--- config.mk ---
export PLATFORM = sky130hd
export DESIGN_NAME = index_mask_builder
export DESIGN_NICKNAME = d
export VERILOG_FILES = /design/src/rtl/index_mask_builder_pkg.sv /design/src/rtl/index_mask_builder_onehot_dec.sv /design/src/rtl/index_mask_builder.sv
export SDC_FILE = /design/constraint.sdc
export NUM_CORES = 1
export LEC_CHECK = 0
export CORE_MARGIN = 5
export CORE_UTILIZATION = 40
export CTS_CLUSTER_DIAMETER = 150
export DETAILED_ROUTE_END_ITERATION = 6
export DONT_BUFFER_PORTS = 1
export GPL_TIMING_DRIVEN = 0
export SYNTH_ARGS = -nofsm -noshare
export SYNTH_HDL_FRONTEND = slang
export SYNTH_SLANG_ARGS = --single-unit
--- constraint.sdc ---
create_clock -name clk -period 9.3 [get_ports clk]
set_input_delay 0.93 -clock clk [delete_from_list [all_inputs] [get_ports clk]]
set_output_delay 0.93 -clock clk [all_outputs]
set_load 0.02 [all_outputs]
--- src/rtl/index_mask_builder_pkg.sv ---
// Shared sizing constants and state encoding for the index mask builder.
package index_mask_builder_pkg;

  localparam int WIDTH = 128;
  localparam int IDX_W = 8;
  localparam logic [IDX_W-1:0] NONE_CODE = 8'h80;

  typedef enum logic {
    ACCUM = 1'b0,
    HOLD  = 1'b1
  } state_t;

endpackage

--- src/rtl/index_mask_builder_onehot_dec.sv ---
// Combinational decode of a bit index into a WIDTH-wide one-hot vector.
module idx_onehot_dec #(
  parameter int WIDTH = 128,
  parameter int IDX_W = 8
) (
  input  logic [IDX_W-2:0] idx,
  output logic [WIDTH-1:0] onehot
);

  assign onehot = {{(WIDTH-1){1'b0}}, 1'b1} << idx;

endmodule

--- src/rtl/index_mask_builder.sv ---
// Accumulates a frame of index beats into a bit mask with distinct-count,
// lowest-index and duplicate flags, then holds the result until accepted.
module index_mask_builder #(
  parameter int WIDTH = index_mask_builder_pkg::WIDTH,
  parameter int IDX_W = index_mask_builder_pkg::IDX_W
) (
  input  logic             clk,
  input  logic             rst,
  input  logic             in_valid,
  output logic             in_ready,
  input  logic [IDX_W-1:0] in_idx,
  input  logic             in_last,
  output logic             out_valid,
  input  logic             out_ready,
  output logic [WIDTH-1:0] out_mask,
  output logic [IDX_W-1:0] out_count,
  output logic [IDX_W-1:0] out_lowest,
  output logic             out_dup
);

  import index_mask_builder_pkg::state_t;
  import index_mask_builder_pkg::ACCUM;
  import index_mask_builder_pkg::HOLD;

  localparam logic [IDX_W-1:0] NONE = {1'b1, {(IDX_W-1){1'b0}}};

  state_t           state;
  logic [WIDTH-1:0] onehot;
  logic             idx_none;
  logic             hit;

  idx_onehot_dec #(
    .WIDTH (WIDTH),
    .IDX_W (IDX_W)
  ) u_dec (
    .idx    (in_idx[IDX_W-2:0]),
    .onehot (onehot)
  );

  assign idx_none  = in_idx[IDX_W-1];
  assign hit       = |(out_mask & onehot);
  assign in_ready  = (state == ACCUM) && !rst;
  assign out_valid = (state == HOLD) && !rst;

  // NOTE: sequential state uses non-blocking assignments so every register
  // samples the pre-edge values regardless of statement order.
  always_ff @(posedge clk) begin
    if (rst) begin
      state      <= ACCUM;
      out_mask   <= '0;
      out_count  <= '0;
      out_lowest <= NONE;
      out_dup    <= 1'b0;
    end else begin
      case (state)
        ACCUM: begin
          if (in_valid) begin
            if (!idx_none) begin
              if (hit) begin
                out_dup <= 1'b1;
              end else begin
                out_mask  <= out_mask | onehot;
                out_count <= out_count + IDX_W'(1);
                // NONE sorts above every real index, so one compare covers empty.
                if (in_idx < out_lowest) out_lowest <= in_idx;
              end
            end
            if (in_last) state <= HOLD;
          end
        end
        HOLD: begin
          if (out_ready) begin
            state      <= ACCUM;
            out_mask   <= '0;
            out_count  <= '0;
            out_lowest <= NONE;
            out_dup    <= 1'b0;
          end
        end
        default: state <= ACCUM;
      endcase
    end
  end

endmodule

==> impl_metrics.json, run 1 <==
{
  "status": "finished, violations left",
  "violations": "capacitance limit, slew limit",
  "start_util_pct": 40.9,
  "cts.sinks": 146,
  "fin_nets": 860,
  "num_io_pins": 160,
  "period_needed_ns": 4.88,
  "crit_path_frequent_cell": "buf_2",
  "grt_pass1_vias": 6066,
  "ir_drop_v": 0.000129,
  "place.gp.congestion": 0.999,
  "wirelength_um": 28100,
  "fill_cells": 1690,
  "core_area_sq_mm": 0.0166,
  "rows": 47,
  "synth_cells": 820,
  "dpl-instance-area_sq_mm": 0.00706,
  "antenna-diode-count": 0,
  "period_share_pct": 52.5,
  "wire_per_inst_um": 26.2,
  "rsz0062_at_grt": "no",
  "cts_max_level": 4,
  "numCtsBuffers": 17,
  "area_growth_pct": 13.3,
  "ys_seq_elements": 146,
  "dp_hpwl_um": 20900,
  "skew_ns": 0.0139,
  "avgSynthCellArea_sq_um": 8.27,
  "p_leak_nw": 2.78,
  "slew_headroom_pct": -3.19,
  "dieArea_sq_mm": 0.0197,
  "endpoint_kind": "register",
  "tightest_slew_ns": 1.53,
  "max_freq_mhz": 205,
  "start_kind": "input port",
  "cp_cell_sequence": "buf_2 > buf_2 > nor4bb_1 > buf_2 > a222oi_1 > o22ai_1 > a211oi_1 > nor4b_1 > and3_1 > nand3_1 > a21oi_1 > o32ai_1",
  "grt_max_degree": 17,
  "final_hold_viol_count": 0,
  "postRouteAntennaNets": 0,
  "fin_setup_tns_ns": 0,
  "drt_iter0_markers": 928,
  "cts_hold_buf": 0,
  "detail_route.vias_per_cell": 6.22,
  "finalSetupViolCount": 0,
  "maxCapViolCount": 1,
  "drive_gt1_share_pct": 9.89,
  "grt_usage_pct": 27.6,
  "die_h_um": 140,
  "power_density_mw_per_mm2": 195,
  "die_x_um": 140,
  "clock_latency_ns": 0.44,
  "ys.warnings.count": 0,
  "synth_edf_count": 0,
  "critPathTopFamily": "compound AO/OA/AOI/OAI gates",
  "cts-root-buf": "clkbuf_16",
  "crit_buf_inv": 3,
  "ys_types": 63,
  "synth-async-reset-ratio_pct": 0,
  "drcViolationCount": 0,
  "slew_violations": 7,
  "clockBufferDepth": 2,
  "hold_path_class": "reg -> reg",
  "seq_area_frac_synth_pct": 43.1,
  "cp_slowest_cell": "a21oi_1",
  "portBuffers": 0,
  "yosysTopAreaCell": "dfxtp_1",
  "yosysMostFrequentCell": "nor2_1",
  "postCtsSetupBuffers": 0,
  "post-route-cell-area_sq_mm": 0.00769,
  "cts.repair.resized": 0,
  "critical-path-max-stage-delay_ns": 0.69,
  "synth_common_cells": "nor2_1 (151), dfxtp_1 (146), a21oi_1 (141), clkbuf_1 (36), nand3_1 (35)",
  "synthesis.nets": 841,
  "required_ns": 9.58,
  "cts.clk_slew.worst_paths_ns": 0.06,
  "synth_top_area_share_pct": 43.1,
  "cts_tree": "built",
  "cp.arrival_ns": 5.17,
  "antenna_found_initial": 0,
  "critPathMaxFanout": 10,
  "worstSetupPathType": "in -> reg",
  "dr.pass1.iters": 5,
  "final_util_pct": 46.3,
  "grt_first_pass_wirelength_um": 41100,
  "vias": 6654,
  "syn_area_sq_mm": 0.00678,
  "grt-ovfl-total": 0,
  "synthFlopType": "dfxtp_1",
  "synthTopCellsByArea": "dfxtp_1 (43%), a21oi_1 (10%), nor2_1 (8.4%)"
}
[metal layers]
layer	track usage (%)	share of wire [%]
met5	0	0
met4	9.38	2.7
met3	10.6	13
met2	41.7	44
met1	36.3	40
[report_power, final]
part           internal, mW  switching, mW  total [mW]
sequential            0.629        0.00802       0.637
clock                 0.469          0.272       0.741
combinational        0.0278         0.0899       0.118
[registers in the layout, indices dropped and copies added, names as in the netlist]
register and cells:
state 1, out_lowest 8, out_count 8, out_dup 1, out_mask 128
[kinds of logic (layout without fill, tap and decap cells)]
kind of cell	count (synthesis)	after routing	synth area share (%)
buf+inv	86	115	5.70
mux	18	18	2.75
compound gates	217	217	18.9
flops	146	146	43.1
xor+xnor	3	3	0.388
simple gates	342	342	27.6
fa+ha+maj	8	8	1.48
[per-stage QoR]
step | hold WS [ns] | std cells | power [mW] | worst slack (ns)
6_report | 0.591 | 1069 | 1.50 | 4.42
3_5_place_dp | 0.592 | 1040 | 0.765 | 4.20
4_1_cts | 0.602 | 1069 | 1.50 | 4.58
5_1_grt | 0.630 | 1069 | 1.53 | 4.28
2_1_floorplan | 0.532 | 820 | 0.724 | 5.53
3_3_place_gp | 0.582 | 1040 | 0.764 | 4.05
[cell usage in the layout, fill, tap and decap left out, types with 10 or more instances in the layout]
master / instances
nor2_1: 151
dfxtp_1: 146
a21oi_1: 141
clkbuf_1: 36
nand3_1: 35
nand2_1: 24
buf_2: 21
inv_1: 17
clkbuf_16: 17
o21ai_0: 15
nor3b_1: 13
mux2i_1: 13
and3_1: 12
nand4_1: 12
nor3_1: 12
and3b_1: 11
o211ai_1: 10
[cell type report]
type                    instances  area, sq um  area share [%]
multi-input cells             588         3480            45.3
well taps                     220          275            3.58
inverters                      18         67.6           0.879
clock buffers                  17          425            5.53
plain buffers                  68          319            4.15
flip-flops and latches        146         2920            38.0
clock inverters                12          191            2.49
[worst paths after layout]
kind                                     from            end  slack [ns]  cells past startpoint
worst max-delay path                in_idx[0]  out_lowest[2]        4.42                     12
worst min-delay path            out_lowest[1]  out_lowest[1]        0.59                      2
worst max register to register   out_mask[43]  out_lowest[2]        5.24                      8
worst min register to register  out_lowest[1]  out_lowest[1]        0.59                      2
[worst min-delay path, delay by kind of cell (launching register included)]
family	cells	cell delay, ns
flip-flops	1	0.39
AND/OR/NAND/NOR	1	0.11
AO/OA/AOI/OAI	1	0.05
Note: power is estimated with default switching activity, not from simulation.
==> inputs of run 2 (changes only) <==
- ABC_AREA: default -> 1
- clock period: 9.3 -> 4.8 ns (I/O delays scaled with it)
==> impl_metrics.json, run 2 <==
{
  "status": "completed",
  "start_kind": "input port",
  "critPathMaxFanout": 10,
  "required_ns": 5.07,
  "post-place-ws_ns": 1.17,
  "grt_usage_pct": 31.0,
  "synth_top_area_share_pct": 38.2,
  "cts-root-buf": "clkbuf_16",
  "fin_nets": 1226,
  "finalSetupViolCount": 0,
  "synthTopCellsByArea": "dfxtp_1 (38%), nand2_1 (13%), nand4_1 (9.6%)",
  "hold_path_class": "in -> reg",
  "grt_pass1_vias": 7673,
  "worstHoldPathCells": 2,
  "cp.arrival_ns": 3.67,
  "dr.pass1.iters": 7,
  "ys_types": 26,
  "cts_tree": "built",
  "crit_path_frequent_cell": "nor2_1",
  "synth_common_cells": "nand2_1 (266), nor2_1 (168), inv_1 (150), a21oi_1 (146), dfxtp_1 (146)",
  "ys_seq_elements": 146,
  "vias": 8387,
  "antenna-diode-count": 0,
  "period_share_pct": 70.6,
  "postCtsSetupBuffers": 0,
  "period_needed_ns": 3.39,
  "critPathTopFamily": "simple AND/OR/NAND/NOR gates",
  "dp_hpwl_um": 26000,
  "avgSynthCellArea_sq_um": 6.44,
  "synth_edf_count": 0,
  "regMostFlops": "out_mask",
  "cts_hold_buf": 0,
  "tightest_slew_ns": 1.08,
  "dpl-instance-area_sq_mm": 0.00794,
  "ys.warnings.count": 0,
  "worstSetupPathType": "in -> reg",
  "critical-path-max-stage-delay_ns": 0.51,
  "wire_per_inst_um": 24.0,
  "r2r_cells": 12,
  "p_leak_nw": 3.16,
  "clock_latency_ns": 0.44,
  "yosysTopAreaCell": "dfxtp_1",
  "ir_drop_v": 0.000251,
  "worstSetupPathDepth": 20,
  "cts.sinks": 146,
  "post-route-cell-area_sq_mm": 0.00854,
  "core_area_sq_mm": 0.0188,
  "grt-ovfl-total": 0,
  "place.gp.congestion": 0.982,
  "start_util_pct": 40.7,
  "synthFlopType": "dfxtp_1",
  "die_x_um": 148,
  "fin_setup_tns_ns": 0,
  "antenna_found_initial": 0,
  "power_density_mw_per_mm2": 350,
  "synth-async-reset-ratio_pct": 0,
  "grt_first_pass_wirelength_um": 50400,
  "die_h_um": 148,
  "cp_cell_sequence": "buf_2 > inv_1 > nor2_1 > nand3_1 > nor2_1 > nand4_1 > nand2_1 > nor2_1 > nand2_1 > nor2_1 > nand2_1 > nor2_1 > nand3_1 > nand2_2 > nand2_4 > inv_2 > buf_6 > buf_6 > nand2_1 > a21oi_1",
  "mostFrequentLayoutCell": "nand2_1",
  "slew_headroom_pct": 27.8,
  "numCtsBuffers": 17,
  "synth_cells": 1186,
  "wirelength_um": 34900,
  "synthesis.nets": 1207,
  "cp_slowest_cell": "nor2_1",
  "postRouteAntennaNets": 0,
  "yosysMostFrequentCell": "nand2_1",
  "area_growth_pct": 11.8,
  "drcViolationCount": 0,
  "seq_area_frac_synth_pct": 38.2,
  "dieArea_sq_mm": 0.0220,
  "final_util_pct": 45.5,
  "rsz0062_at_grt": "no",
  "syn_area_sq_mm": 0.00764,
  "num_io_pins": 160,
  "maxCapViolCount": 0,
  "final_cell_mix": "nand2_1 (266), nor2_1 (168), inv_1 (150)",
  "cts_max_level": 4,
  "rows": 50,
  "detail_route.vias_per_cell": 5.78,
  "clockBufferDepth": 2,
  "slew_violations": 0,
  "drt_iter0_markers": 1120,
  "cts.repair.resized": 0,
  "drive_gt1_share_pct": 5.99,
  "max_freq_mhz": 295,
  "cts.clk_slew.worst_paths_ns": 0.06,
  "endpoint_kind": "register",
  "largest_registers": "out_mask (128), out_count (8), out_lowest (8)",
  "grt_max_degree": 17,
  "largest_register_ffs": 128,
  "portBuffers": 0,
  "final_hold_viol_count": 0,
  "skew_ns": 0.0124,
  "crit_buf_inv": 5,
  "setup_slack_ns": 1.41
}
[run 2: cell count changes after synthesis, sizes merged, moves of 9 or more]
cell,delta
buf,+11
o211ai,-10
nand3,+18
a31oi,-9
mux2i,-13
nand4,+105
nor2,+12
and3,-12
inv,+138
o21ai,-10
and3b,-11
nor3b,-12
nand2,+244
[run 2: cells by family (layout without fill, tap and decap cells)]
| logic type | count (synthesis) | count (layout) | share of synthesized area, % |
|---|---|---|---|
| AND/OR/NAND/NOR | 635 | 635 | 36.9 |
| buffers and inverters | 239 | 271 | 12.9 |
| AO/OA/AOI/OAI | 153 | 153 | 10.1 |
| flip-flops | 146 | 146 | 38.2 |
| adder cells (fa/ha/maj) | 8 | 8 | 1.31 |
| XOR/XNOR | 5 | 5 | 0.573 |
[run 2: report_power, final]
part	leakage [nW]	switching, mW	internal (mW)
Combinational	1.69	0.260	0.0600
Clock	0.293	0.563	0.858
Sequential	1.18	0.0242	1.22
[run 2: routing by layer]
metal  track usage (%)  vias to the layer above  wire (um)
li1                  -                     3897          -
met4              12.4                        0       1440
met2              48.1                      571      15500
met3              9.99                       84       4550
met1              40.0                     3835      13400
met5                 0                        -          0
[run 2: worst register-to-register path, stage by stage, from the launching register on]
cell and delay [ns]:
dfxtp_1 0.41, nand4_1 0.18, nand2_1 0.12, nor2_1 0.12, nand2_1 0.06, nor2_1 0.15
nand2_1 0.17, nor2_1 0.15, nand3_1 0.18, nand2_2 0.25, clkbuf_1 0.52, nand4_1 0.20
a21oi_1 0.16
[run 2: final timing paths]
check | start | to | slack (ns)
min | in_valid | state | 0.21
max reg2reg | out_mask[11] | out_mask[28] | 2.07
min reg2reg | out_mask[99] | out_mask[99] | 0.56
max | in_idx[0] | out_mask[37] | 1.41
[run 2: layout make-up]
| cell class | instances | area, sq um |
|---|---|---|
| plain buffers | 83 | 400 |
| well taps | 234 | 293 |
| clock buffers | 23 | 478 |
| inverters | 156 | 586 |
| fillers | 2009 | 10200 |
| clock inverters | 9 | 129 |
| multi-input cells | 801 | 3730 |
| flip-flops and latches | 146 | 2920 |
[run 2: through the flow]
step | total power [mW] | std cells | hold WS [ns]
CTS | 2.97 | 1452 | 0.207
floorplan | 1.45 | 1186 | 0.534
finish | 2.99 | 1452 | 0.208
detailed placement | 1.58 | 1420 | 0.557
global route | 3.05 | 1452 | 0.254
global placement | 1.58 | 1420 | 0.554
==> inputs of run 3 (changes only) <==
- ABC_AREA: 1 -> 0
- clock period: 4.8 -> 3.5 ns (I/O delays scaled with it)
==> impl_metrics.json, run 3 (synthesis gave the netlist of run 1 again) <==
{
  "grt-ovfl-total": 0,
  "dieArea_sq_mm": 0.0197,
  "period_needed_ns": 3.42,
  "worstHoldPathCells": 2,
  "detail_route.vias_per_cell": 6.22,
  "core_area_sq_mm": 0.0166,
  "wire_per_inst_um": 26.3,
  "rows": 47,
  "switching_power_uw": 995,
  "grt_pass1_vias": 6079,
  "portBuffers": 0,
  "post-place-ws_ns": -1.02,
  "skew_ns": 0.0141,
  "worstSetupPathDepth": 13,
  "critPathMaxFanout": 10,
  "layoutNonFillerInstCount": 1076,
  "timing.rr.end": "out_mask[100]",
  "mostFrequentLayoutCell": "nor2_1",
  "p_leak_nw": 2.86,
  "p_sw_share_pct": 24.9,
  "power_density_mw_per_mm2": 509,
  "period_share_pct": 97.8,
  "post-route-cell-area_sq_mm": 0.00785,
  "grt_first_pass_wirelength_um": 41300,
  "crit-reg2reg-launch": "out_mask[127]",
  "drt_iter0_markers": 845,
  "numCtsBuffers": 17,
  "critPathTopFamily": "compound AO/OA/AOI/OAI gates",
  "critical-path-max-stage-delay_ns": 0.63,
  "antenna-diode-count": 0,
  "start_util_pct": 40.9,
  "worstSetupPathType": "in -> reg",
  "cp_cell_sequence": "buf_2 > buf_4 > nor4bb_1 > buf_2 > a222oi_1 > o22ai_2 > a211oi_2 > nor4b_4 > a41oi_4 > buf_12 > nor4_4 > a21oi_1 > nor2_1",
  "antenna_found_initial": 0,
  "cts-root-buf": "clkbuf_16",
  "reg2reg_slack_ns": 0.12,
  "crit_buf_inv": 4,
  "clock_latency_ns": 0.44,
  "crit_path_end": "out_mask[100]",
  "postRouteAntennaNets": 0,
  "cp-startpoint": "in_idx[4]",
  "combPwrFrac_pct": 8.3,
  "die_h_um": 140,
  "met1_length_um": 11400,
  "slew_headroom_pct": 12.9,
  "largest_register_ffs": 128,
  "dpl-instance-area_sq_mm": 0.00706,
  "r2r_cells": 10,
  "endpoint_kind": "register",
  "dp.cells": 1040,
  "fin_nets": 867,
  "crit_path_frequent_cell": "buf_2",
  "cts.sinks": 146,
  "cts_max_level": 4,
  "cp.arrival_ns": 3.79,
  "dp_hpwl_um": 20900,
  "power.share.clock_pct": 49.4,
  "setup_slack_ns": 0.0760,
  "cp_slowest_cell": "a222oi_1",
  "top_layer": "met4",
  "finalSetupViolCount": 0,
  "clockBufferDepth": 2,
  "whs_ns": 0.0725,
  "drcViolationCount": 0,
  "max_freq_mhz": 292,
  "ir_drop_v": 0.000339,
  "p_int_mw": 3.00,
  "final_hold_viol_count": 0,
  "regMostFlops": "out_mask",
  "grt_max_degree": 17,
  "num_io_pins": 160,
  "cts_tree": "built",
  "largest_registers": "out_mask (128), out_count (8), out_lowest (8)",
  "routed-wl-met2_um": 12500,
  "die_x_um": 140,
  "start_kind": "input port",
  "grt_usage_pct": 27.7,
  "slew_violations": 0,
  "status": "completed",
  "tightest_slew_ns": 1.29,
  "place.gp.congestion": 0.999,
  "wirelength_um": 28300,
  "dr.pass1.iters": 7,
  "required_ns": 3.86,
  "route.met3.wl_um": 3590,
  "seqPwrFrac_pct": 42.4,
  "final_cell_mix": "nor2_1 (151), dfxtp_1 (146), a21oi_1 (140)",
  "area_growth_pct": 15.8,
  "maxCapViolCount": 0,
  "total_power_mw": 4.00,
  "vias": 6688,
  "rsz0062_at_grt": "no",
  "cts.clk_slew.worst_paths_ns": 0.06,
  "drive_gt1_share_pct": 12.3,
  "hold_path_class": "in -> reg"
}
## run 3: cell types whose count changed in the layout (fill, tap and decap cells not counted), moves of 10 or more
cell      delta
nand2_1    -242
inv_1      -133
nand4_1    -105
nand3_1     -19
nor2_1      -17
buf_4       +15
and3_1      +12
buf_1       -12
mux2i_1     +12
nor3b_1     +12
and3b_1     +11
o21ai_0     +11
clkbuf_1    -10
o211ai_1    +10
## run 3: area by class of cell
type | count | area [sq um]
fillers | 1672 | 8730
multi-input cells | 588 | 3570
flip-flops and latches | 146 | 2920
clock buffers | 17 | 425
plain buffers | 67 | 325
well taps | 220 | 275
clock inverters | 12 | 191
repair buffers | 8 | 72.6
inverters | 18 | 67.6
## run 3: worst min path at each step
stage	from	to	slack (ns)
floorplan	in_valid	state	0.49
global placement	in_valid	state	0.50
detailed placement	in_valid	state	0.51
CTS	in_valid	state	0.06
global route	in_valid	state	0.07
finish	in_valid	state	0.07
## run 3: layer usage
metal  vias to the layer above  global-route usage [%]
met1                      3243                    36.5
met4                         0                    9.64
met2                       408                    41.3
met5                         -                       0
li1                       2988                       -
met3                        49                    11.0
## run 3: repair_timing
item / CTS / global route
resized for setup: 14 / 8
setup buffers: 2 / 6
cloned: 0 / 0
setup endpoints to repair: 144 / 82
pin swaps: 2 / 5
hold buffers: 0 / 0
## run 3: power by group through the flow
stage               logic [mW]  clock network, mW  registers (mW)
floorplan                0.198                  0            1.72
detailed placement       0.303                  0            1.73
global placement         0.302                  0            1.73
CTS                      0.317               1.98            1.69
finish                   0.331               1.97            1.69
global route             0.345               2.05            1.69
## run 3: metrics by stage
stage | TNS, ns | util, %
final | 0 | 47.4
after global routing | 0 | 47.4
after CTS | 0 | 46.9
after detailed placement | -102.30 | 42.6
after global placement | -124.00 | 42.6
after floorplan | 0 | -
## run 3: worst reg2reg max path, delay by kind of cell (launching register included)
family | cells | cell delay, ns
AO/OA/AOI/OAI | 2 | 0.36
buffers and inverters | 1 | 0.20
flip-flops | 1 | 0.40
multiplexers | 1 | 0.25
AND/OR/NAND/NOR | 6 | 2.13
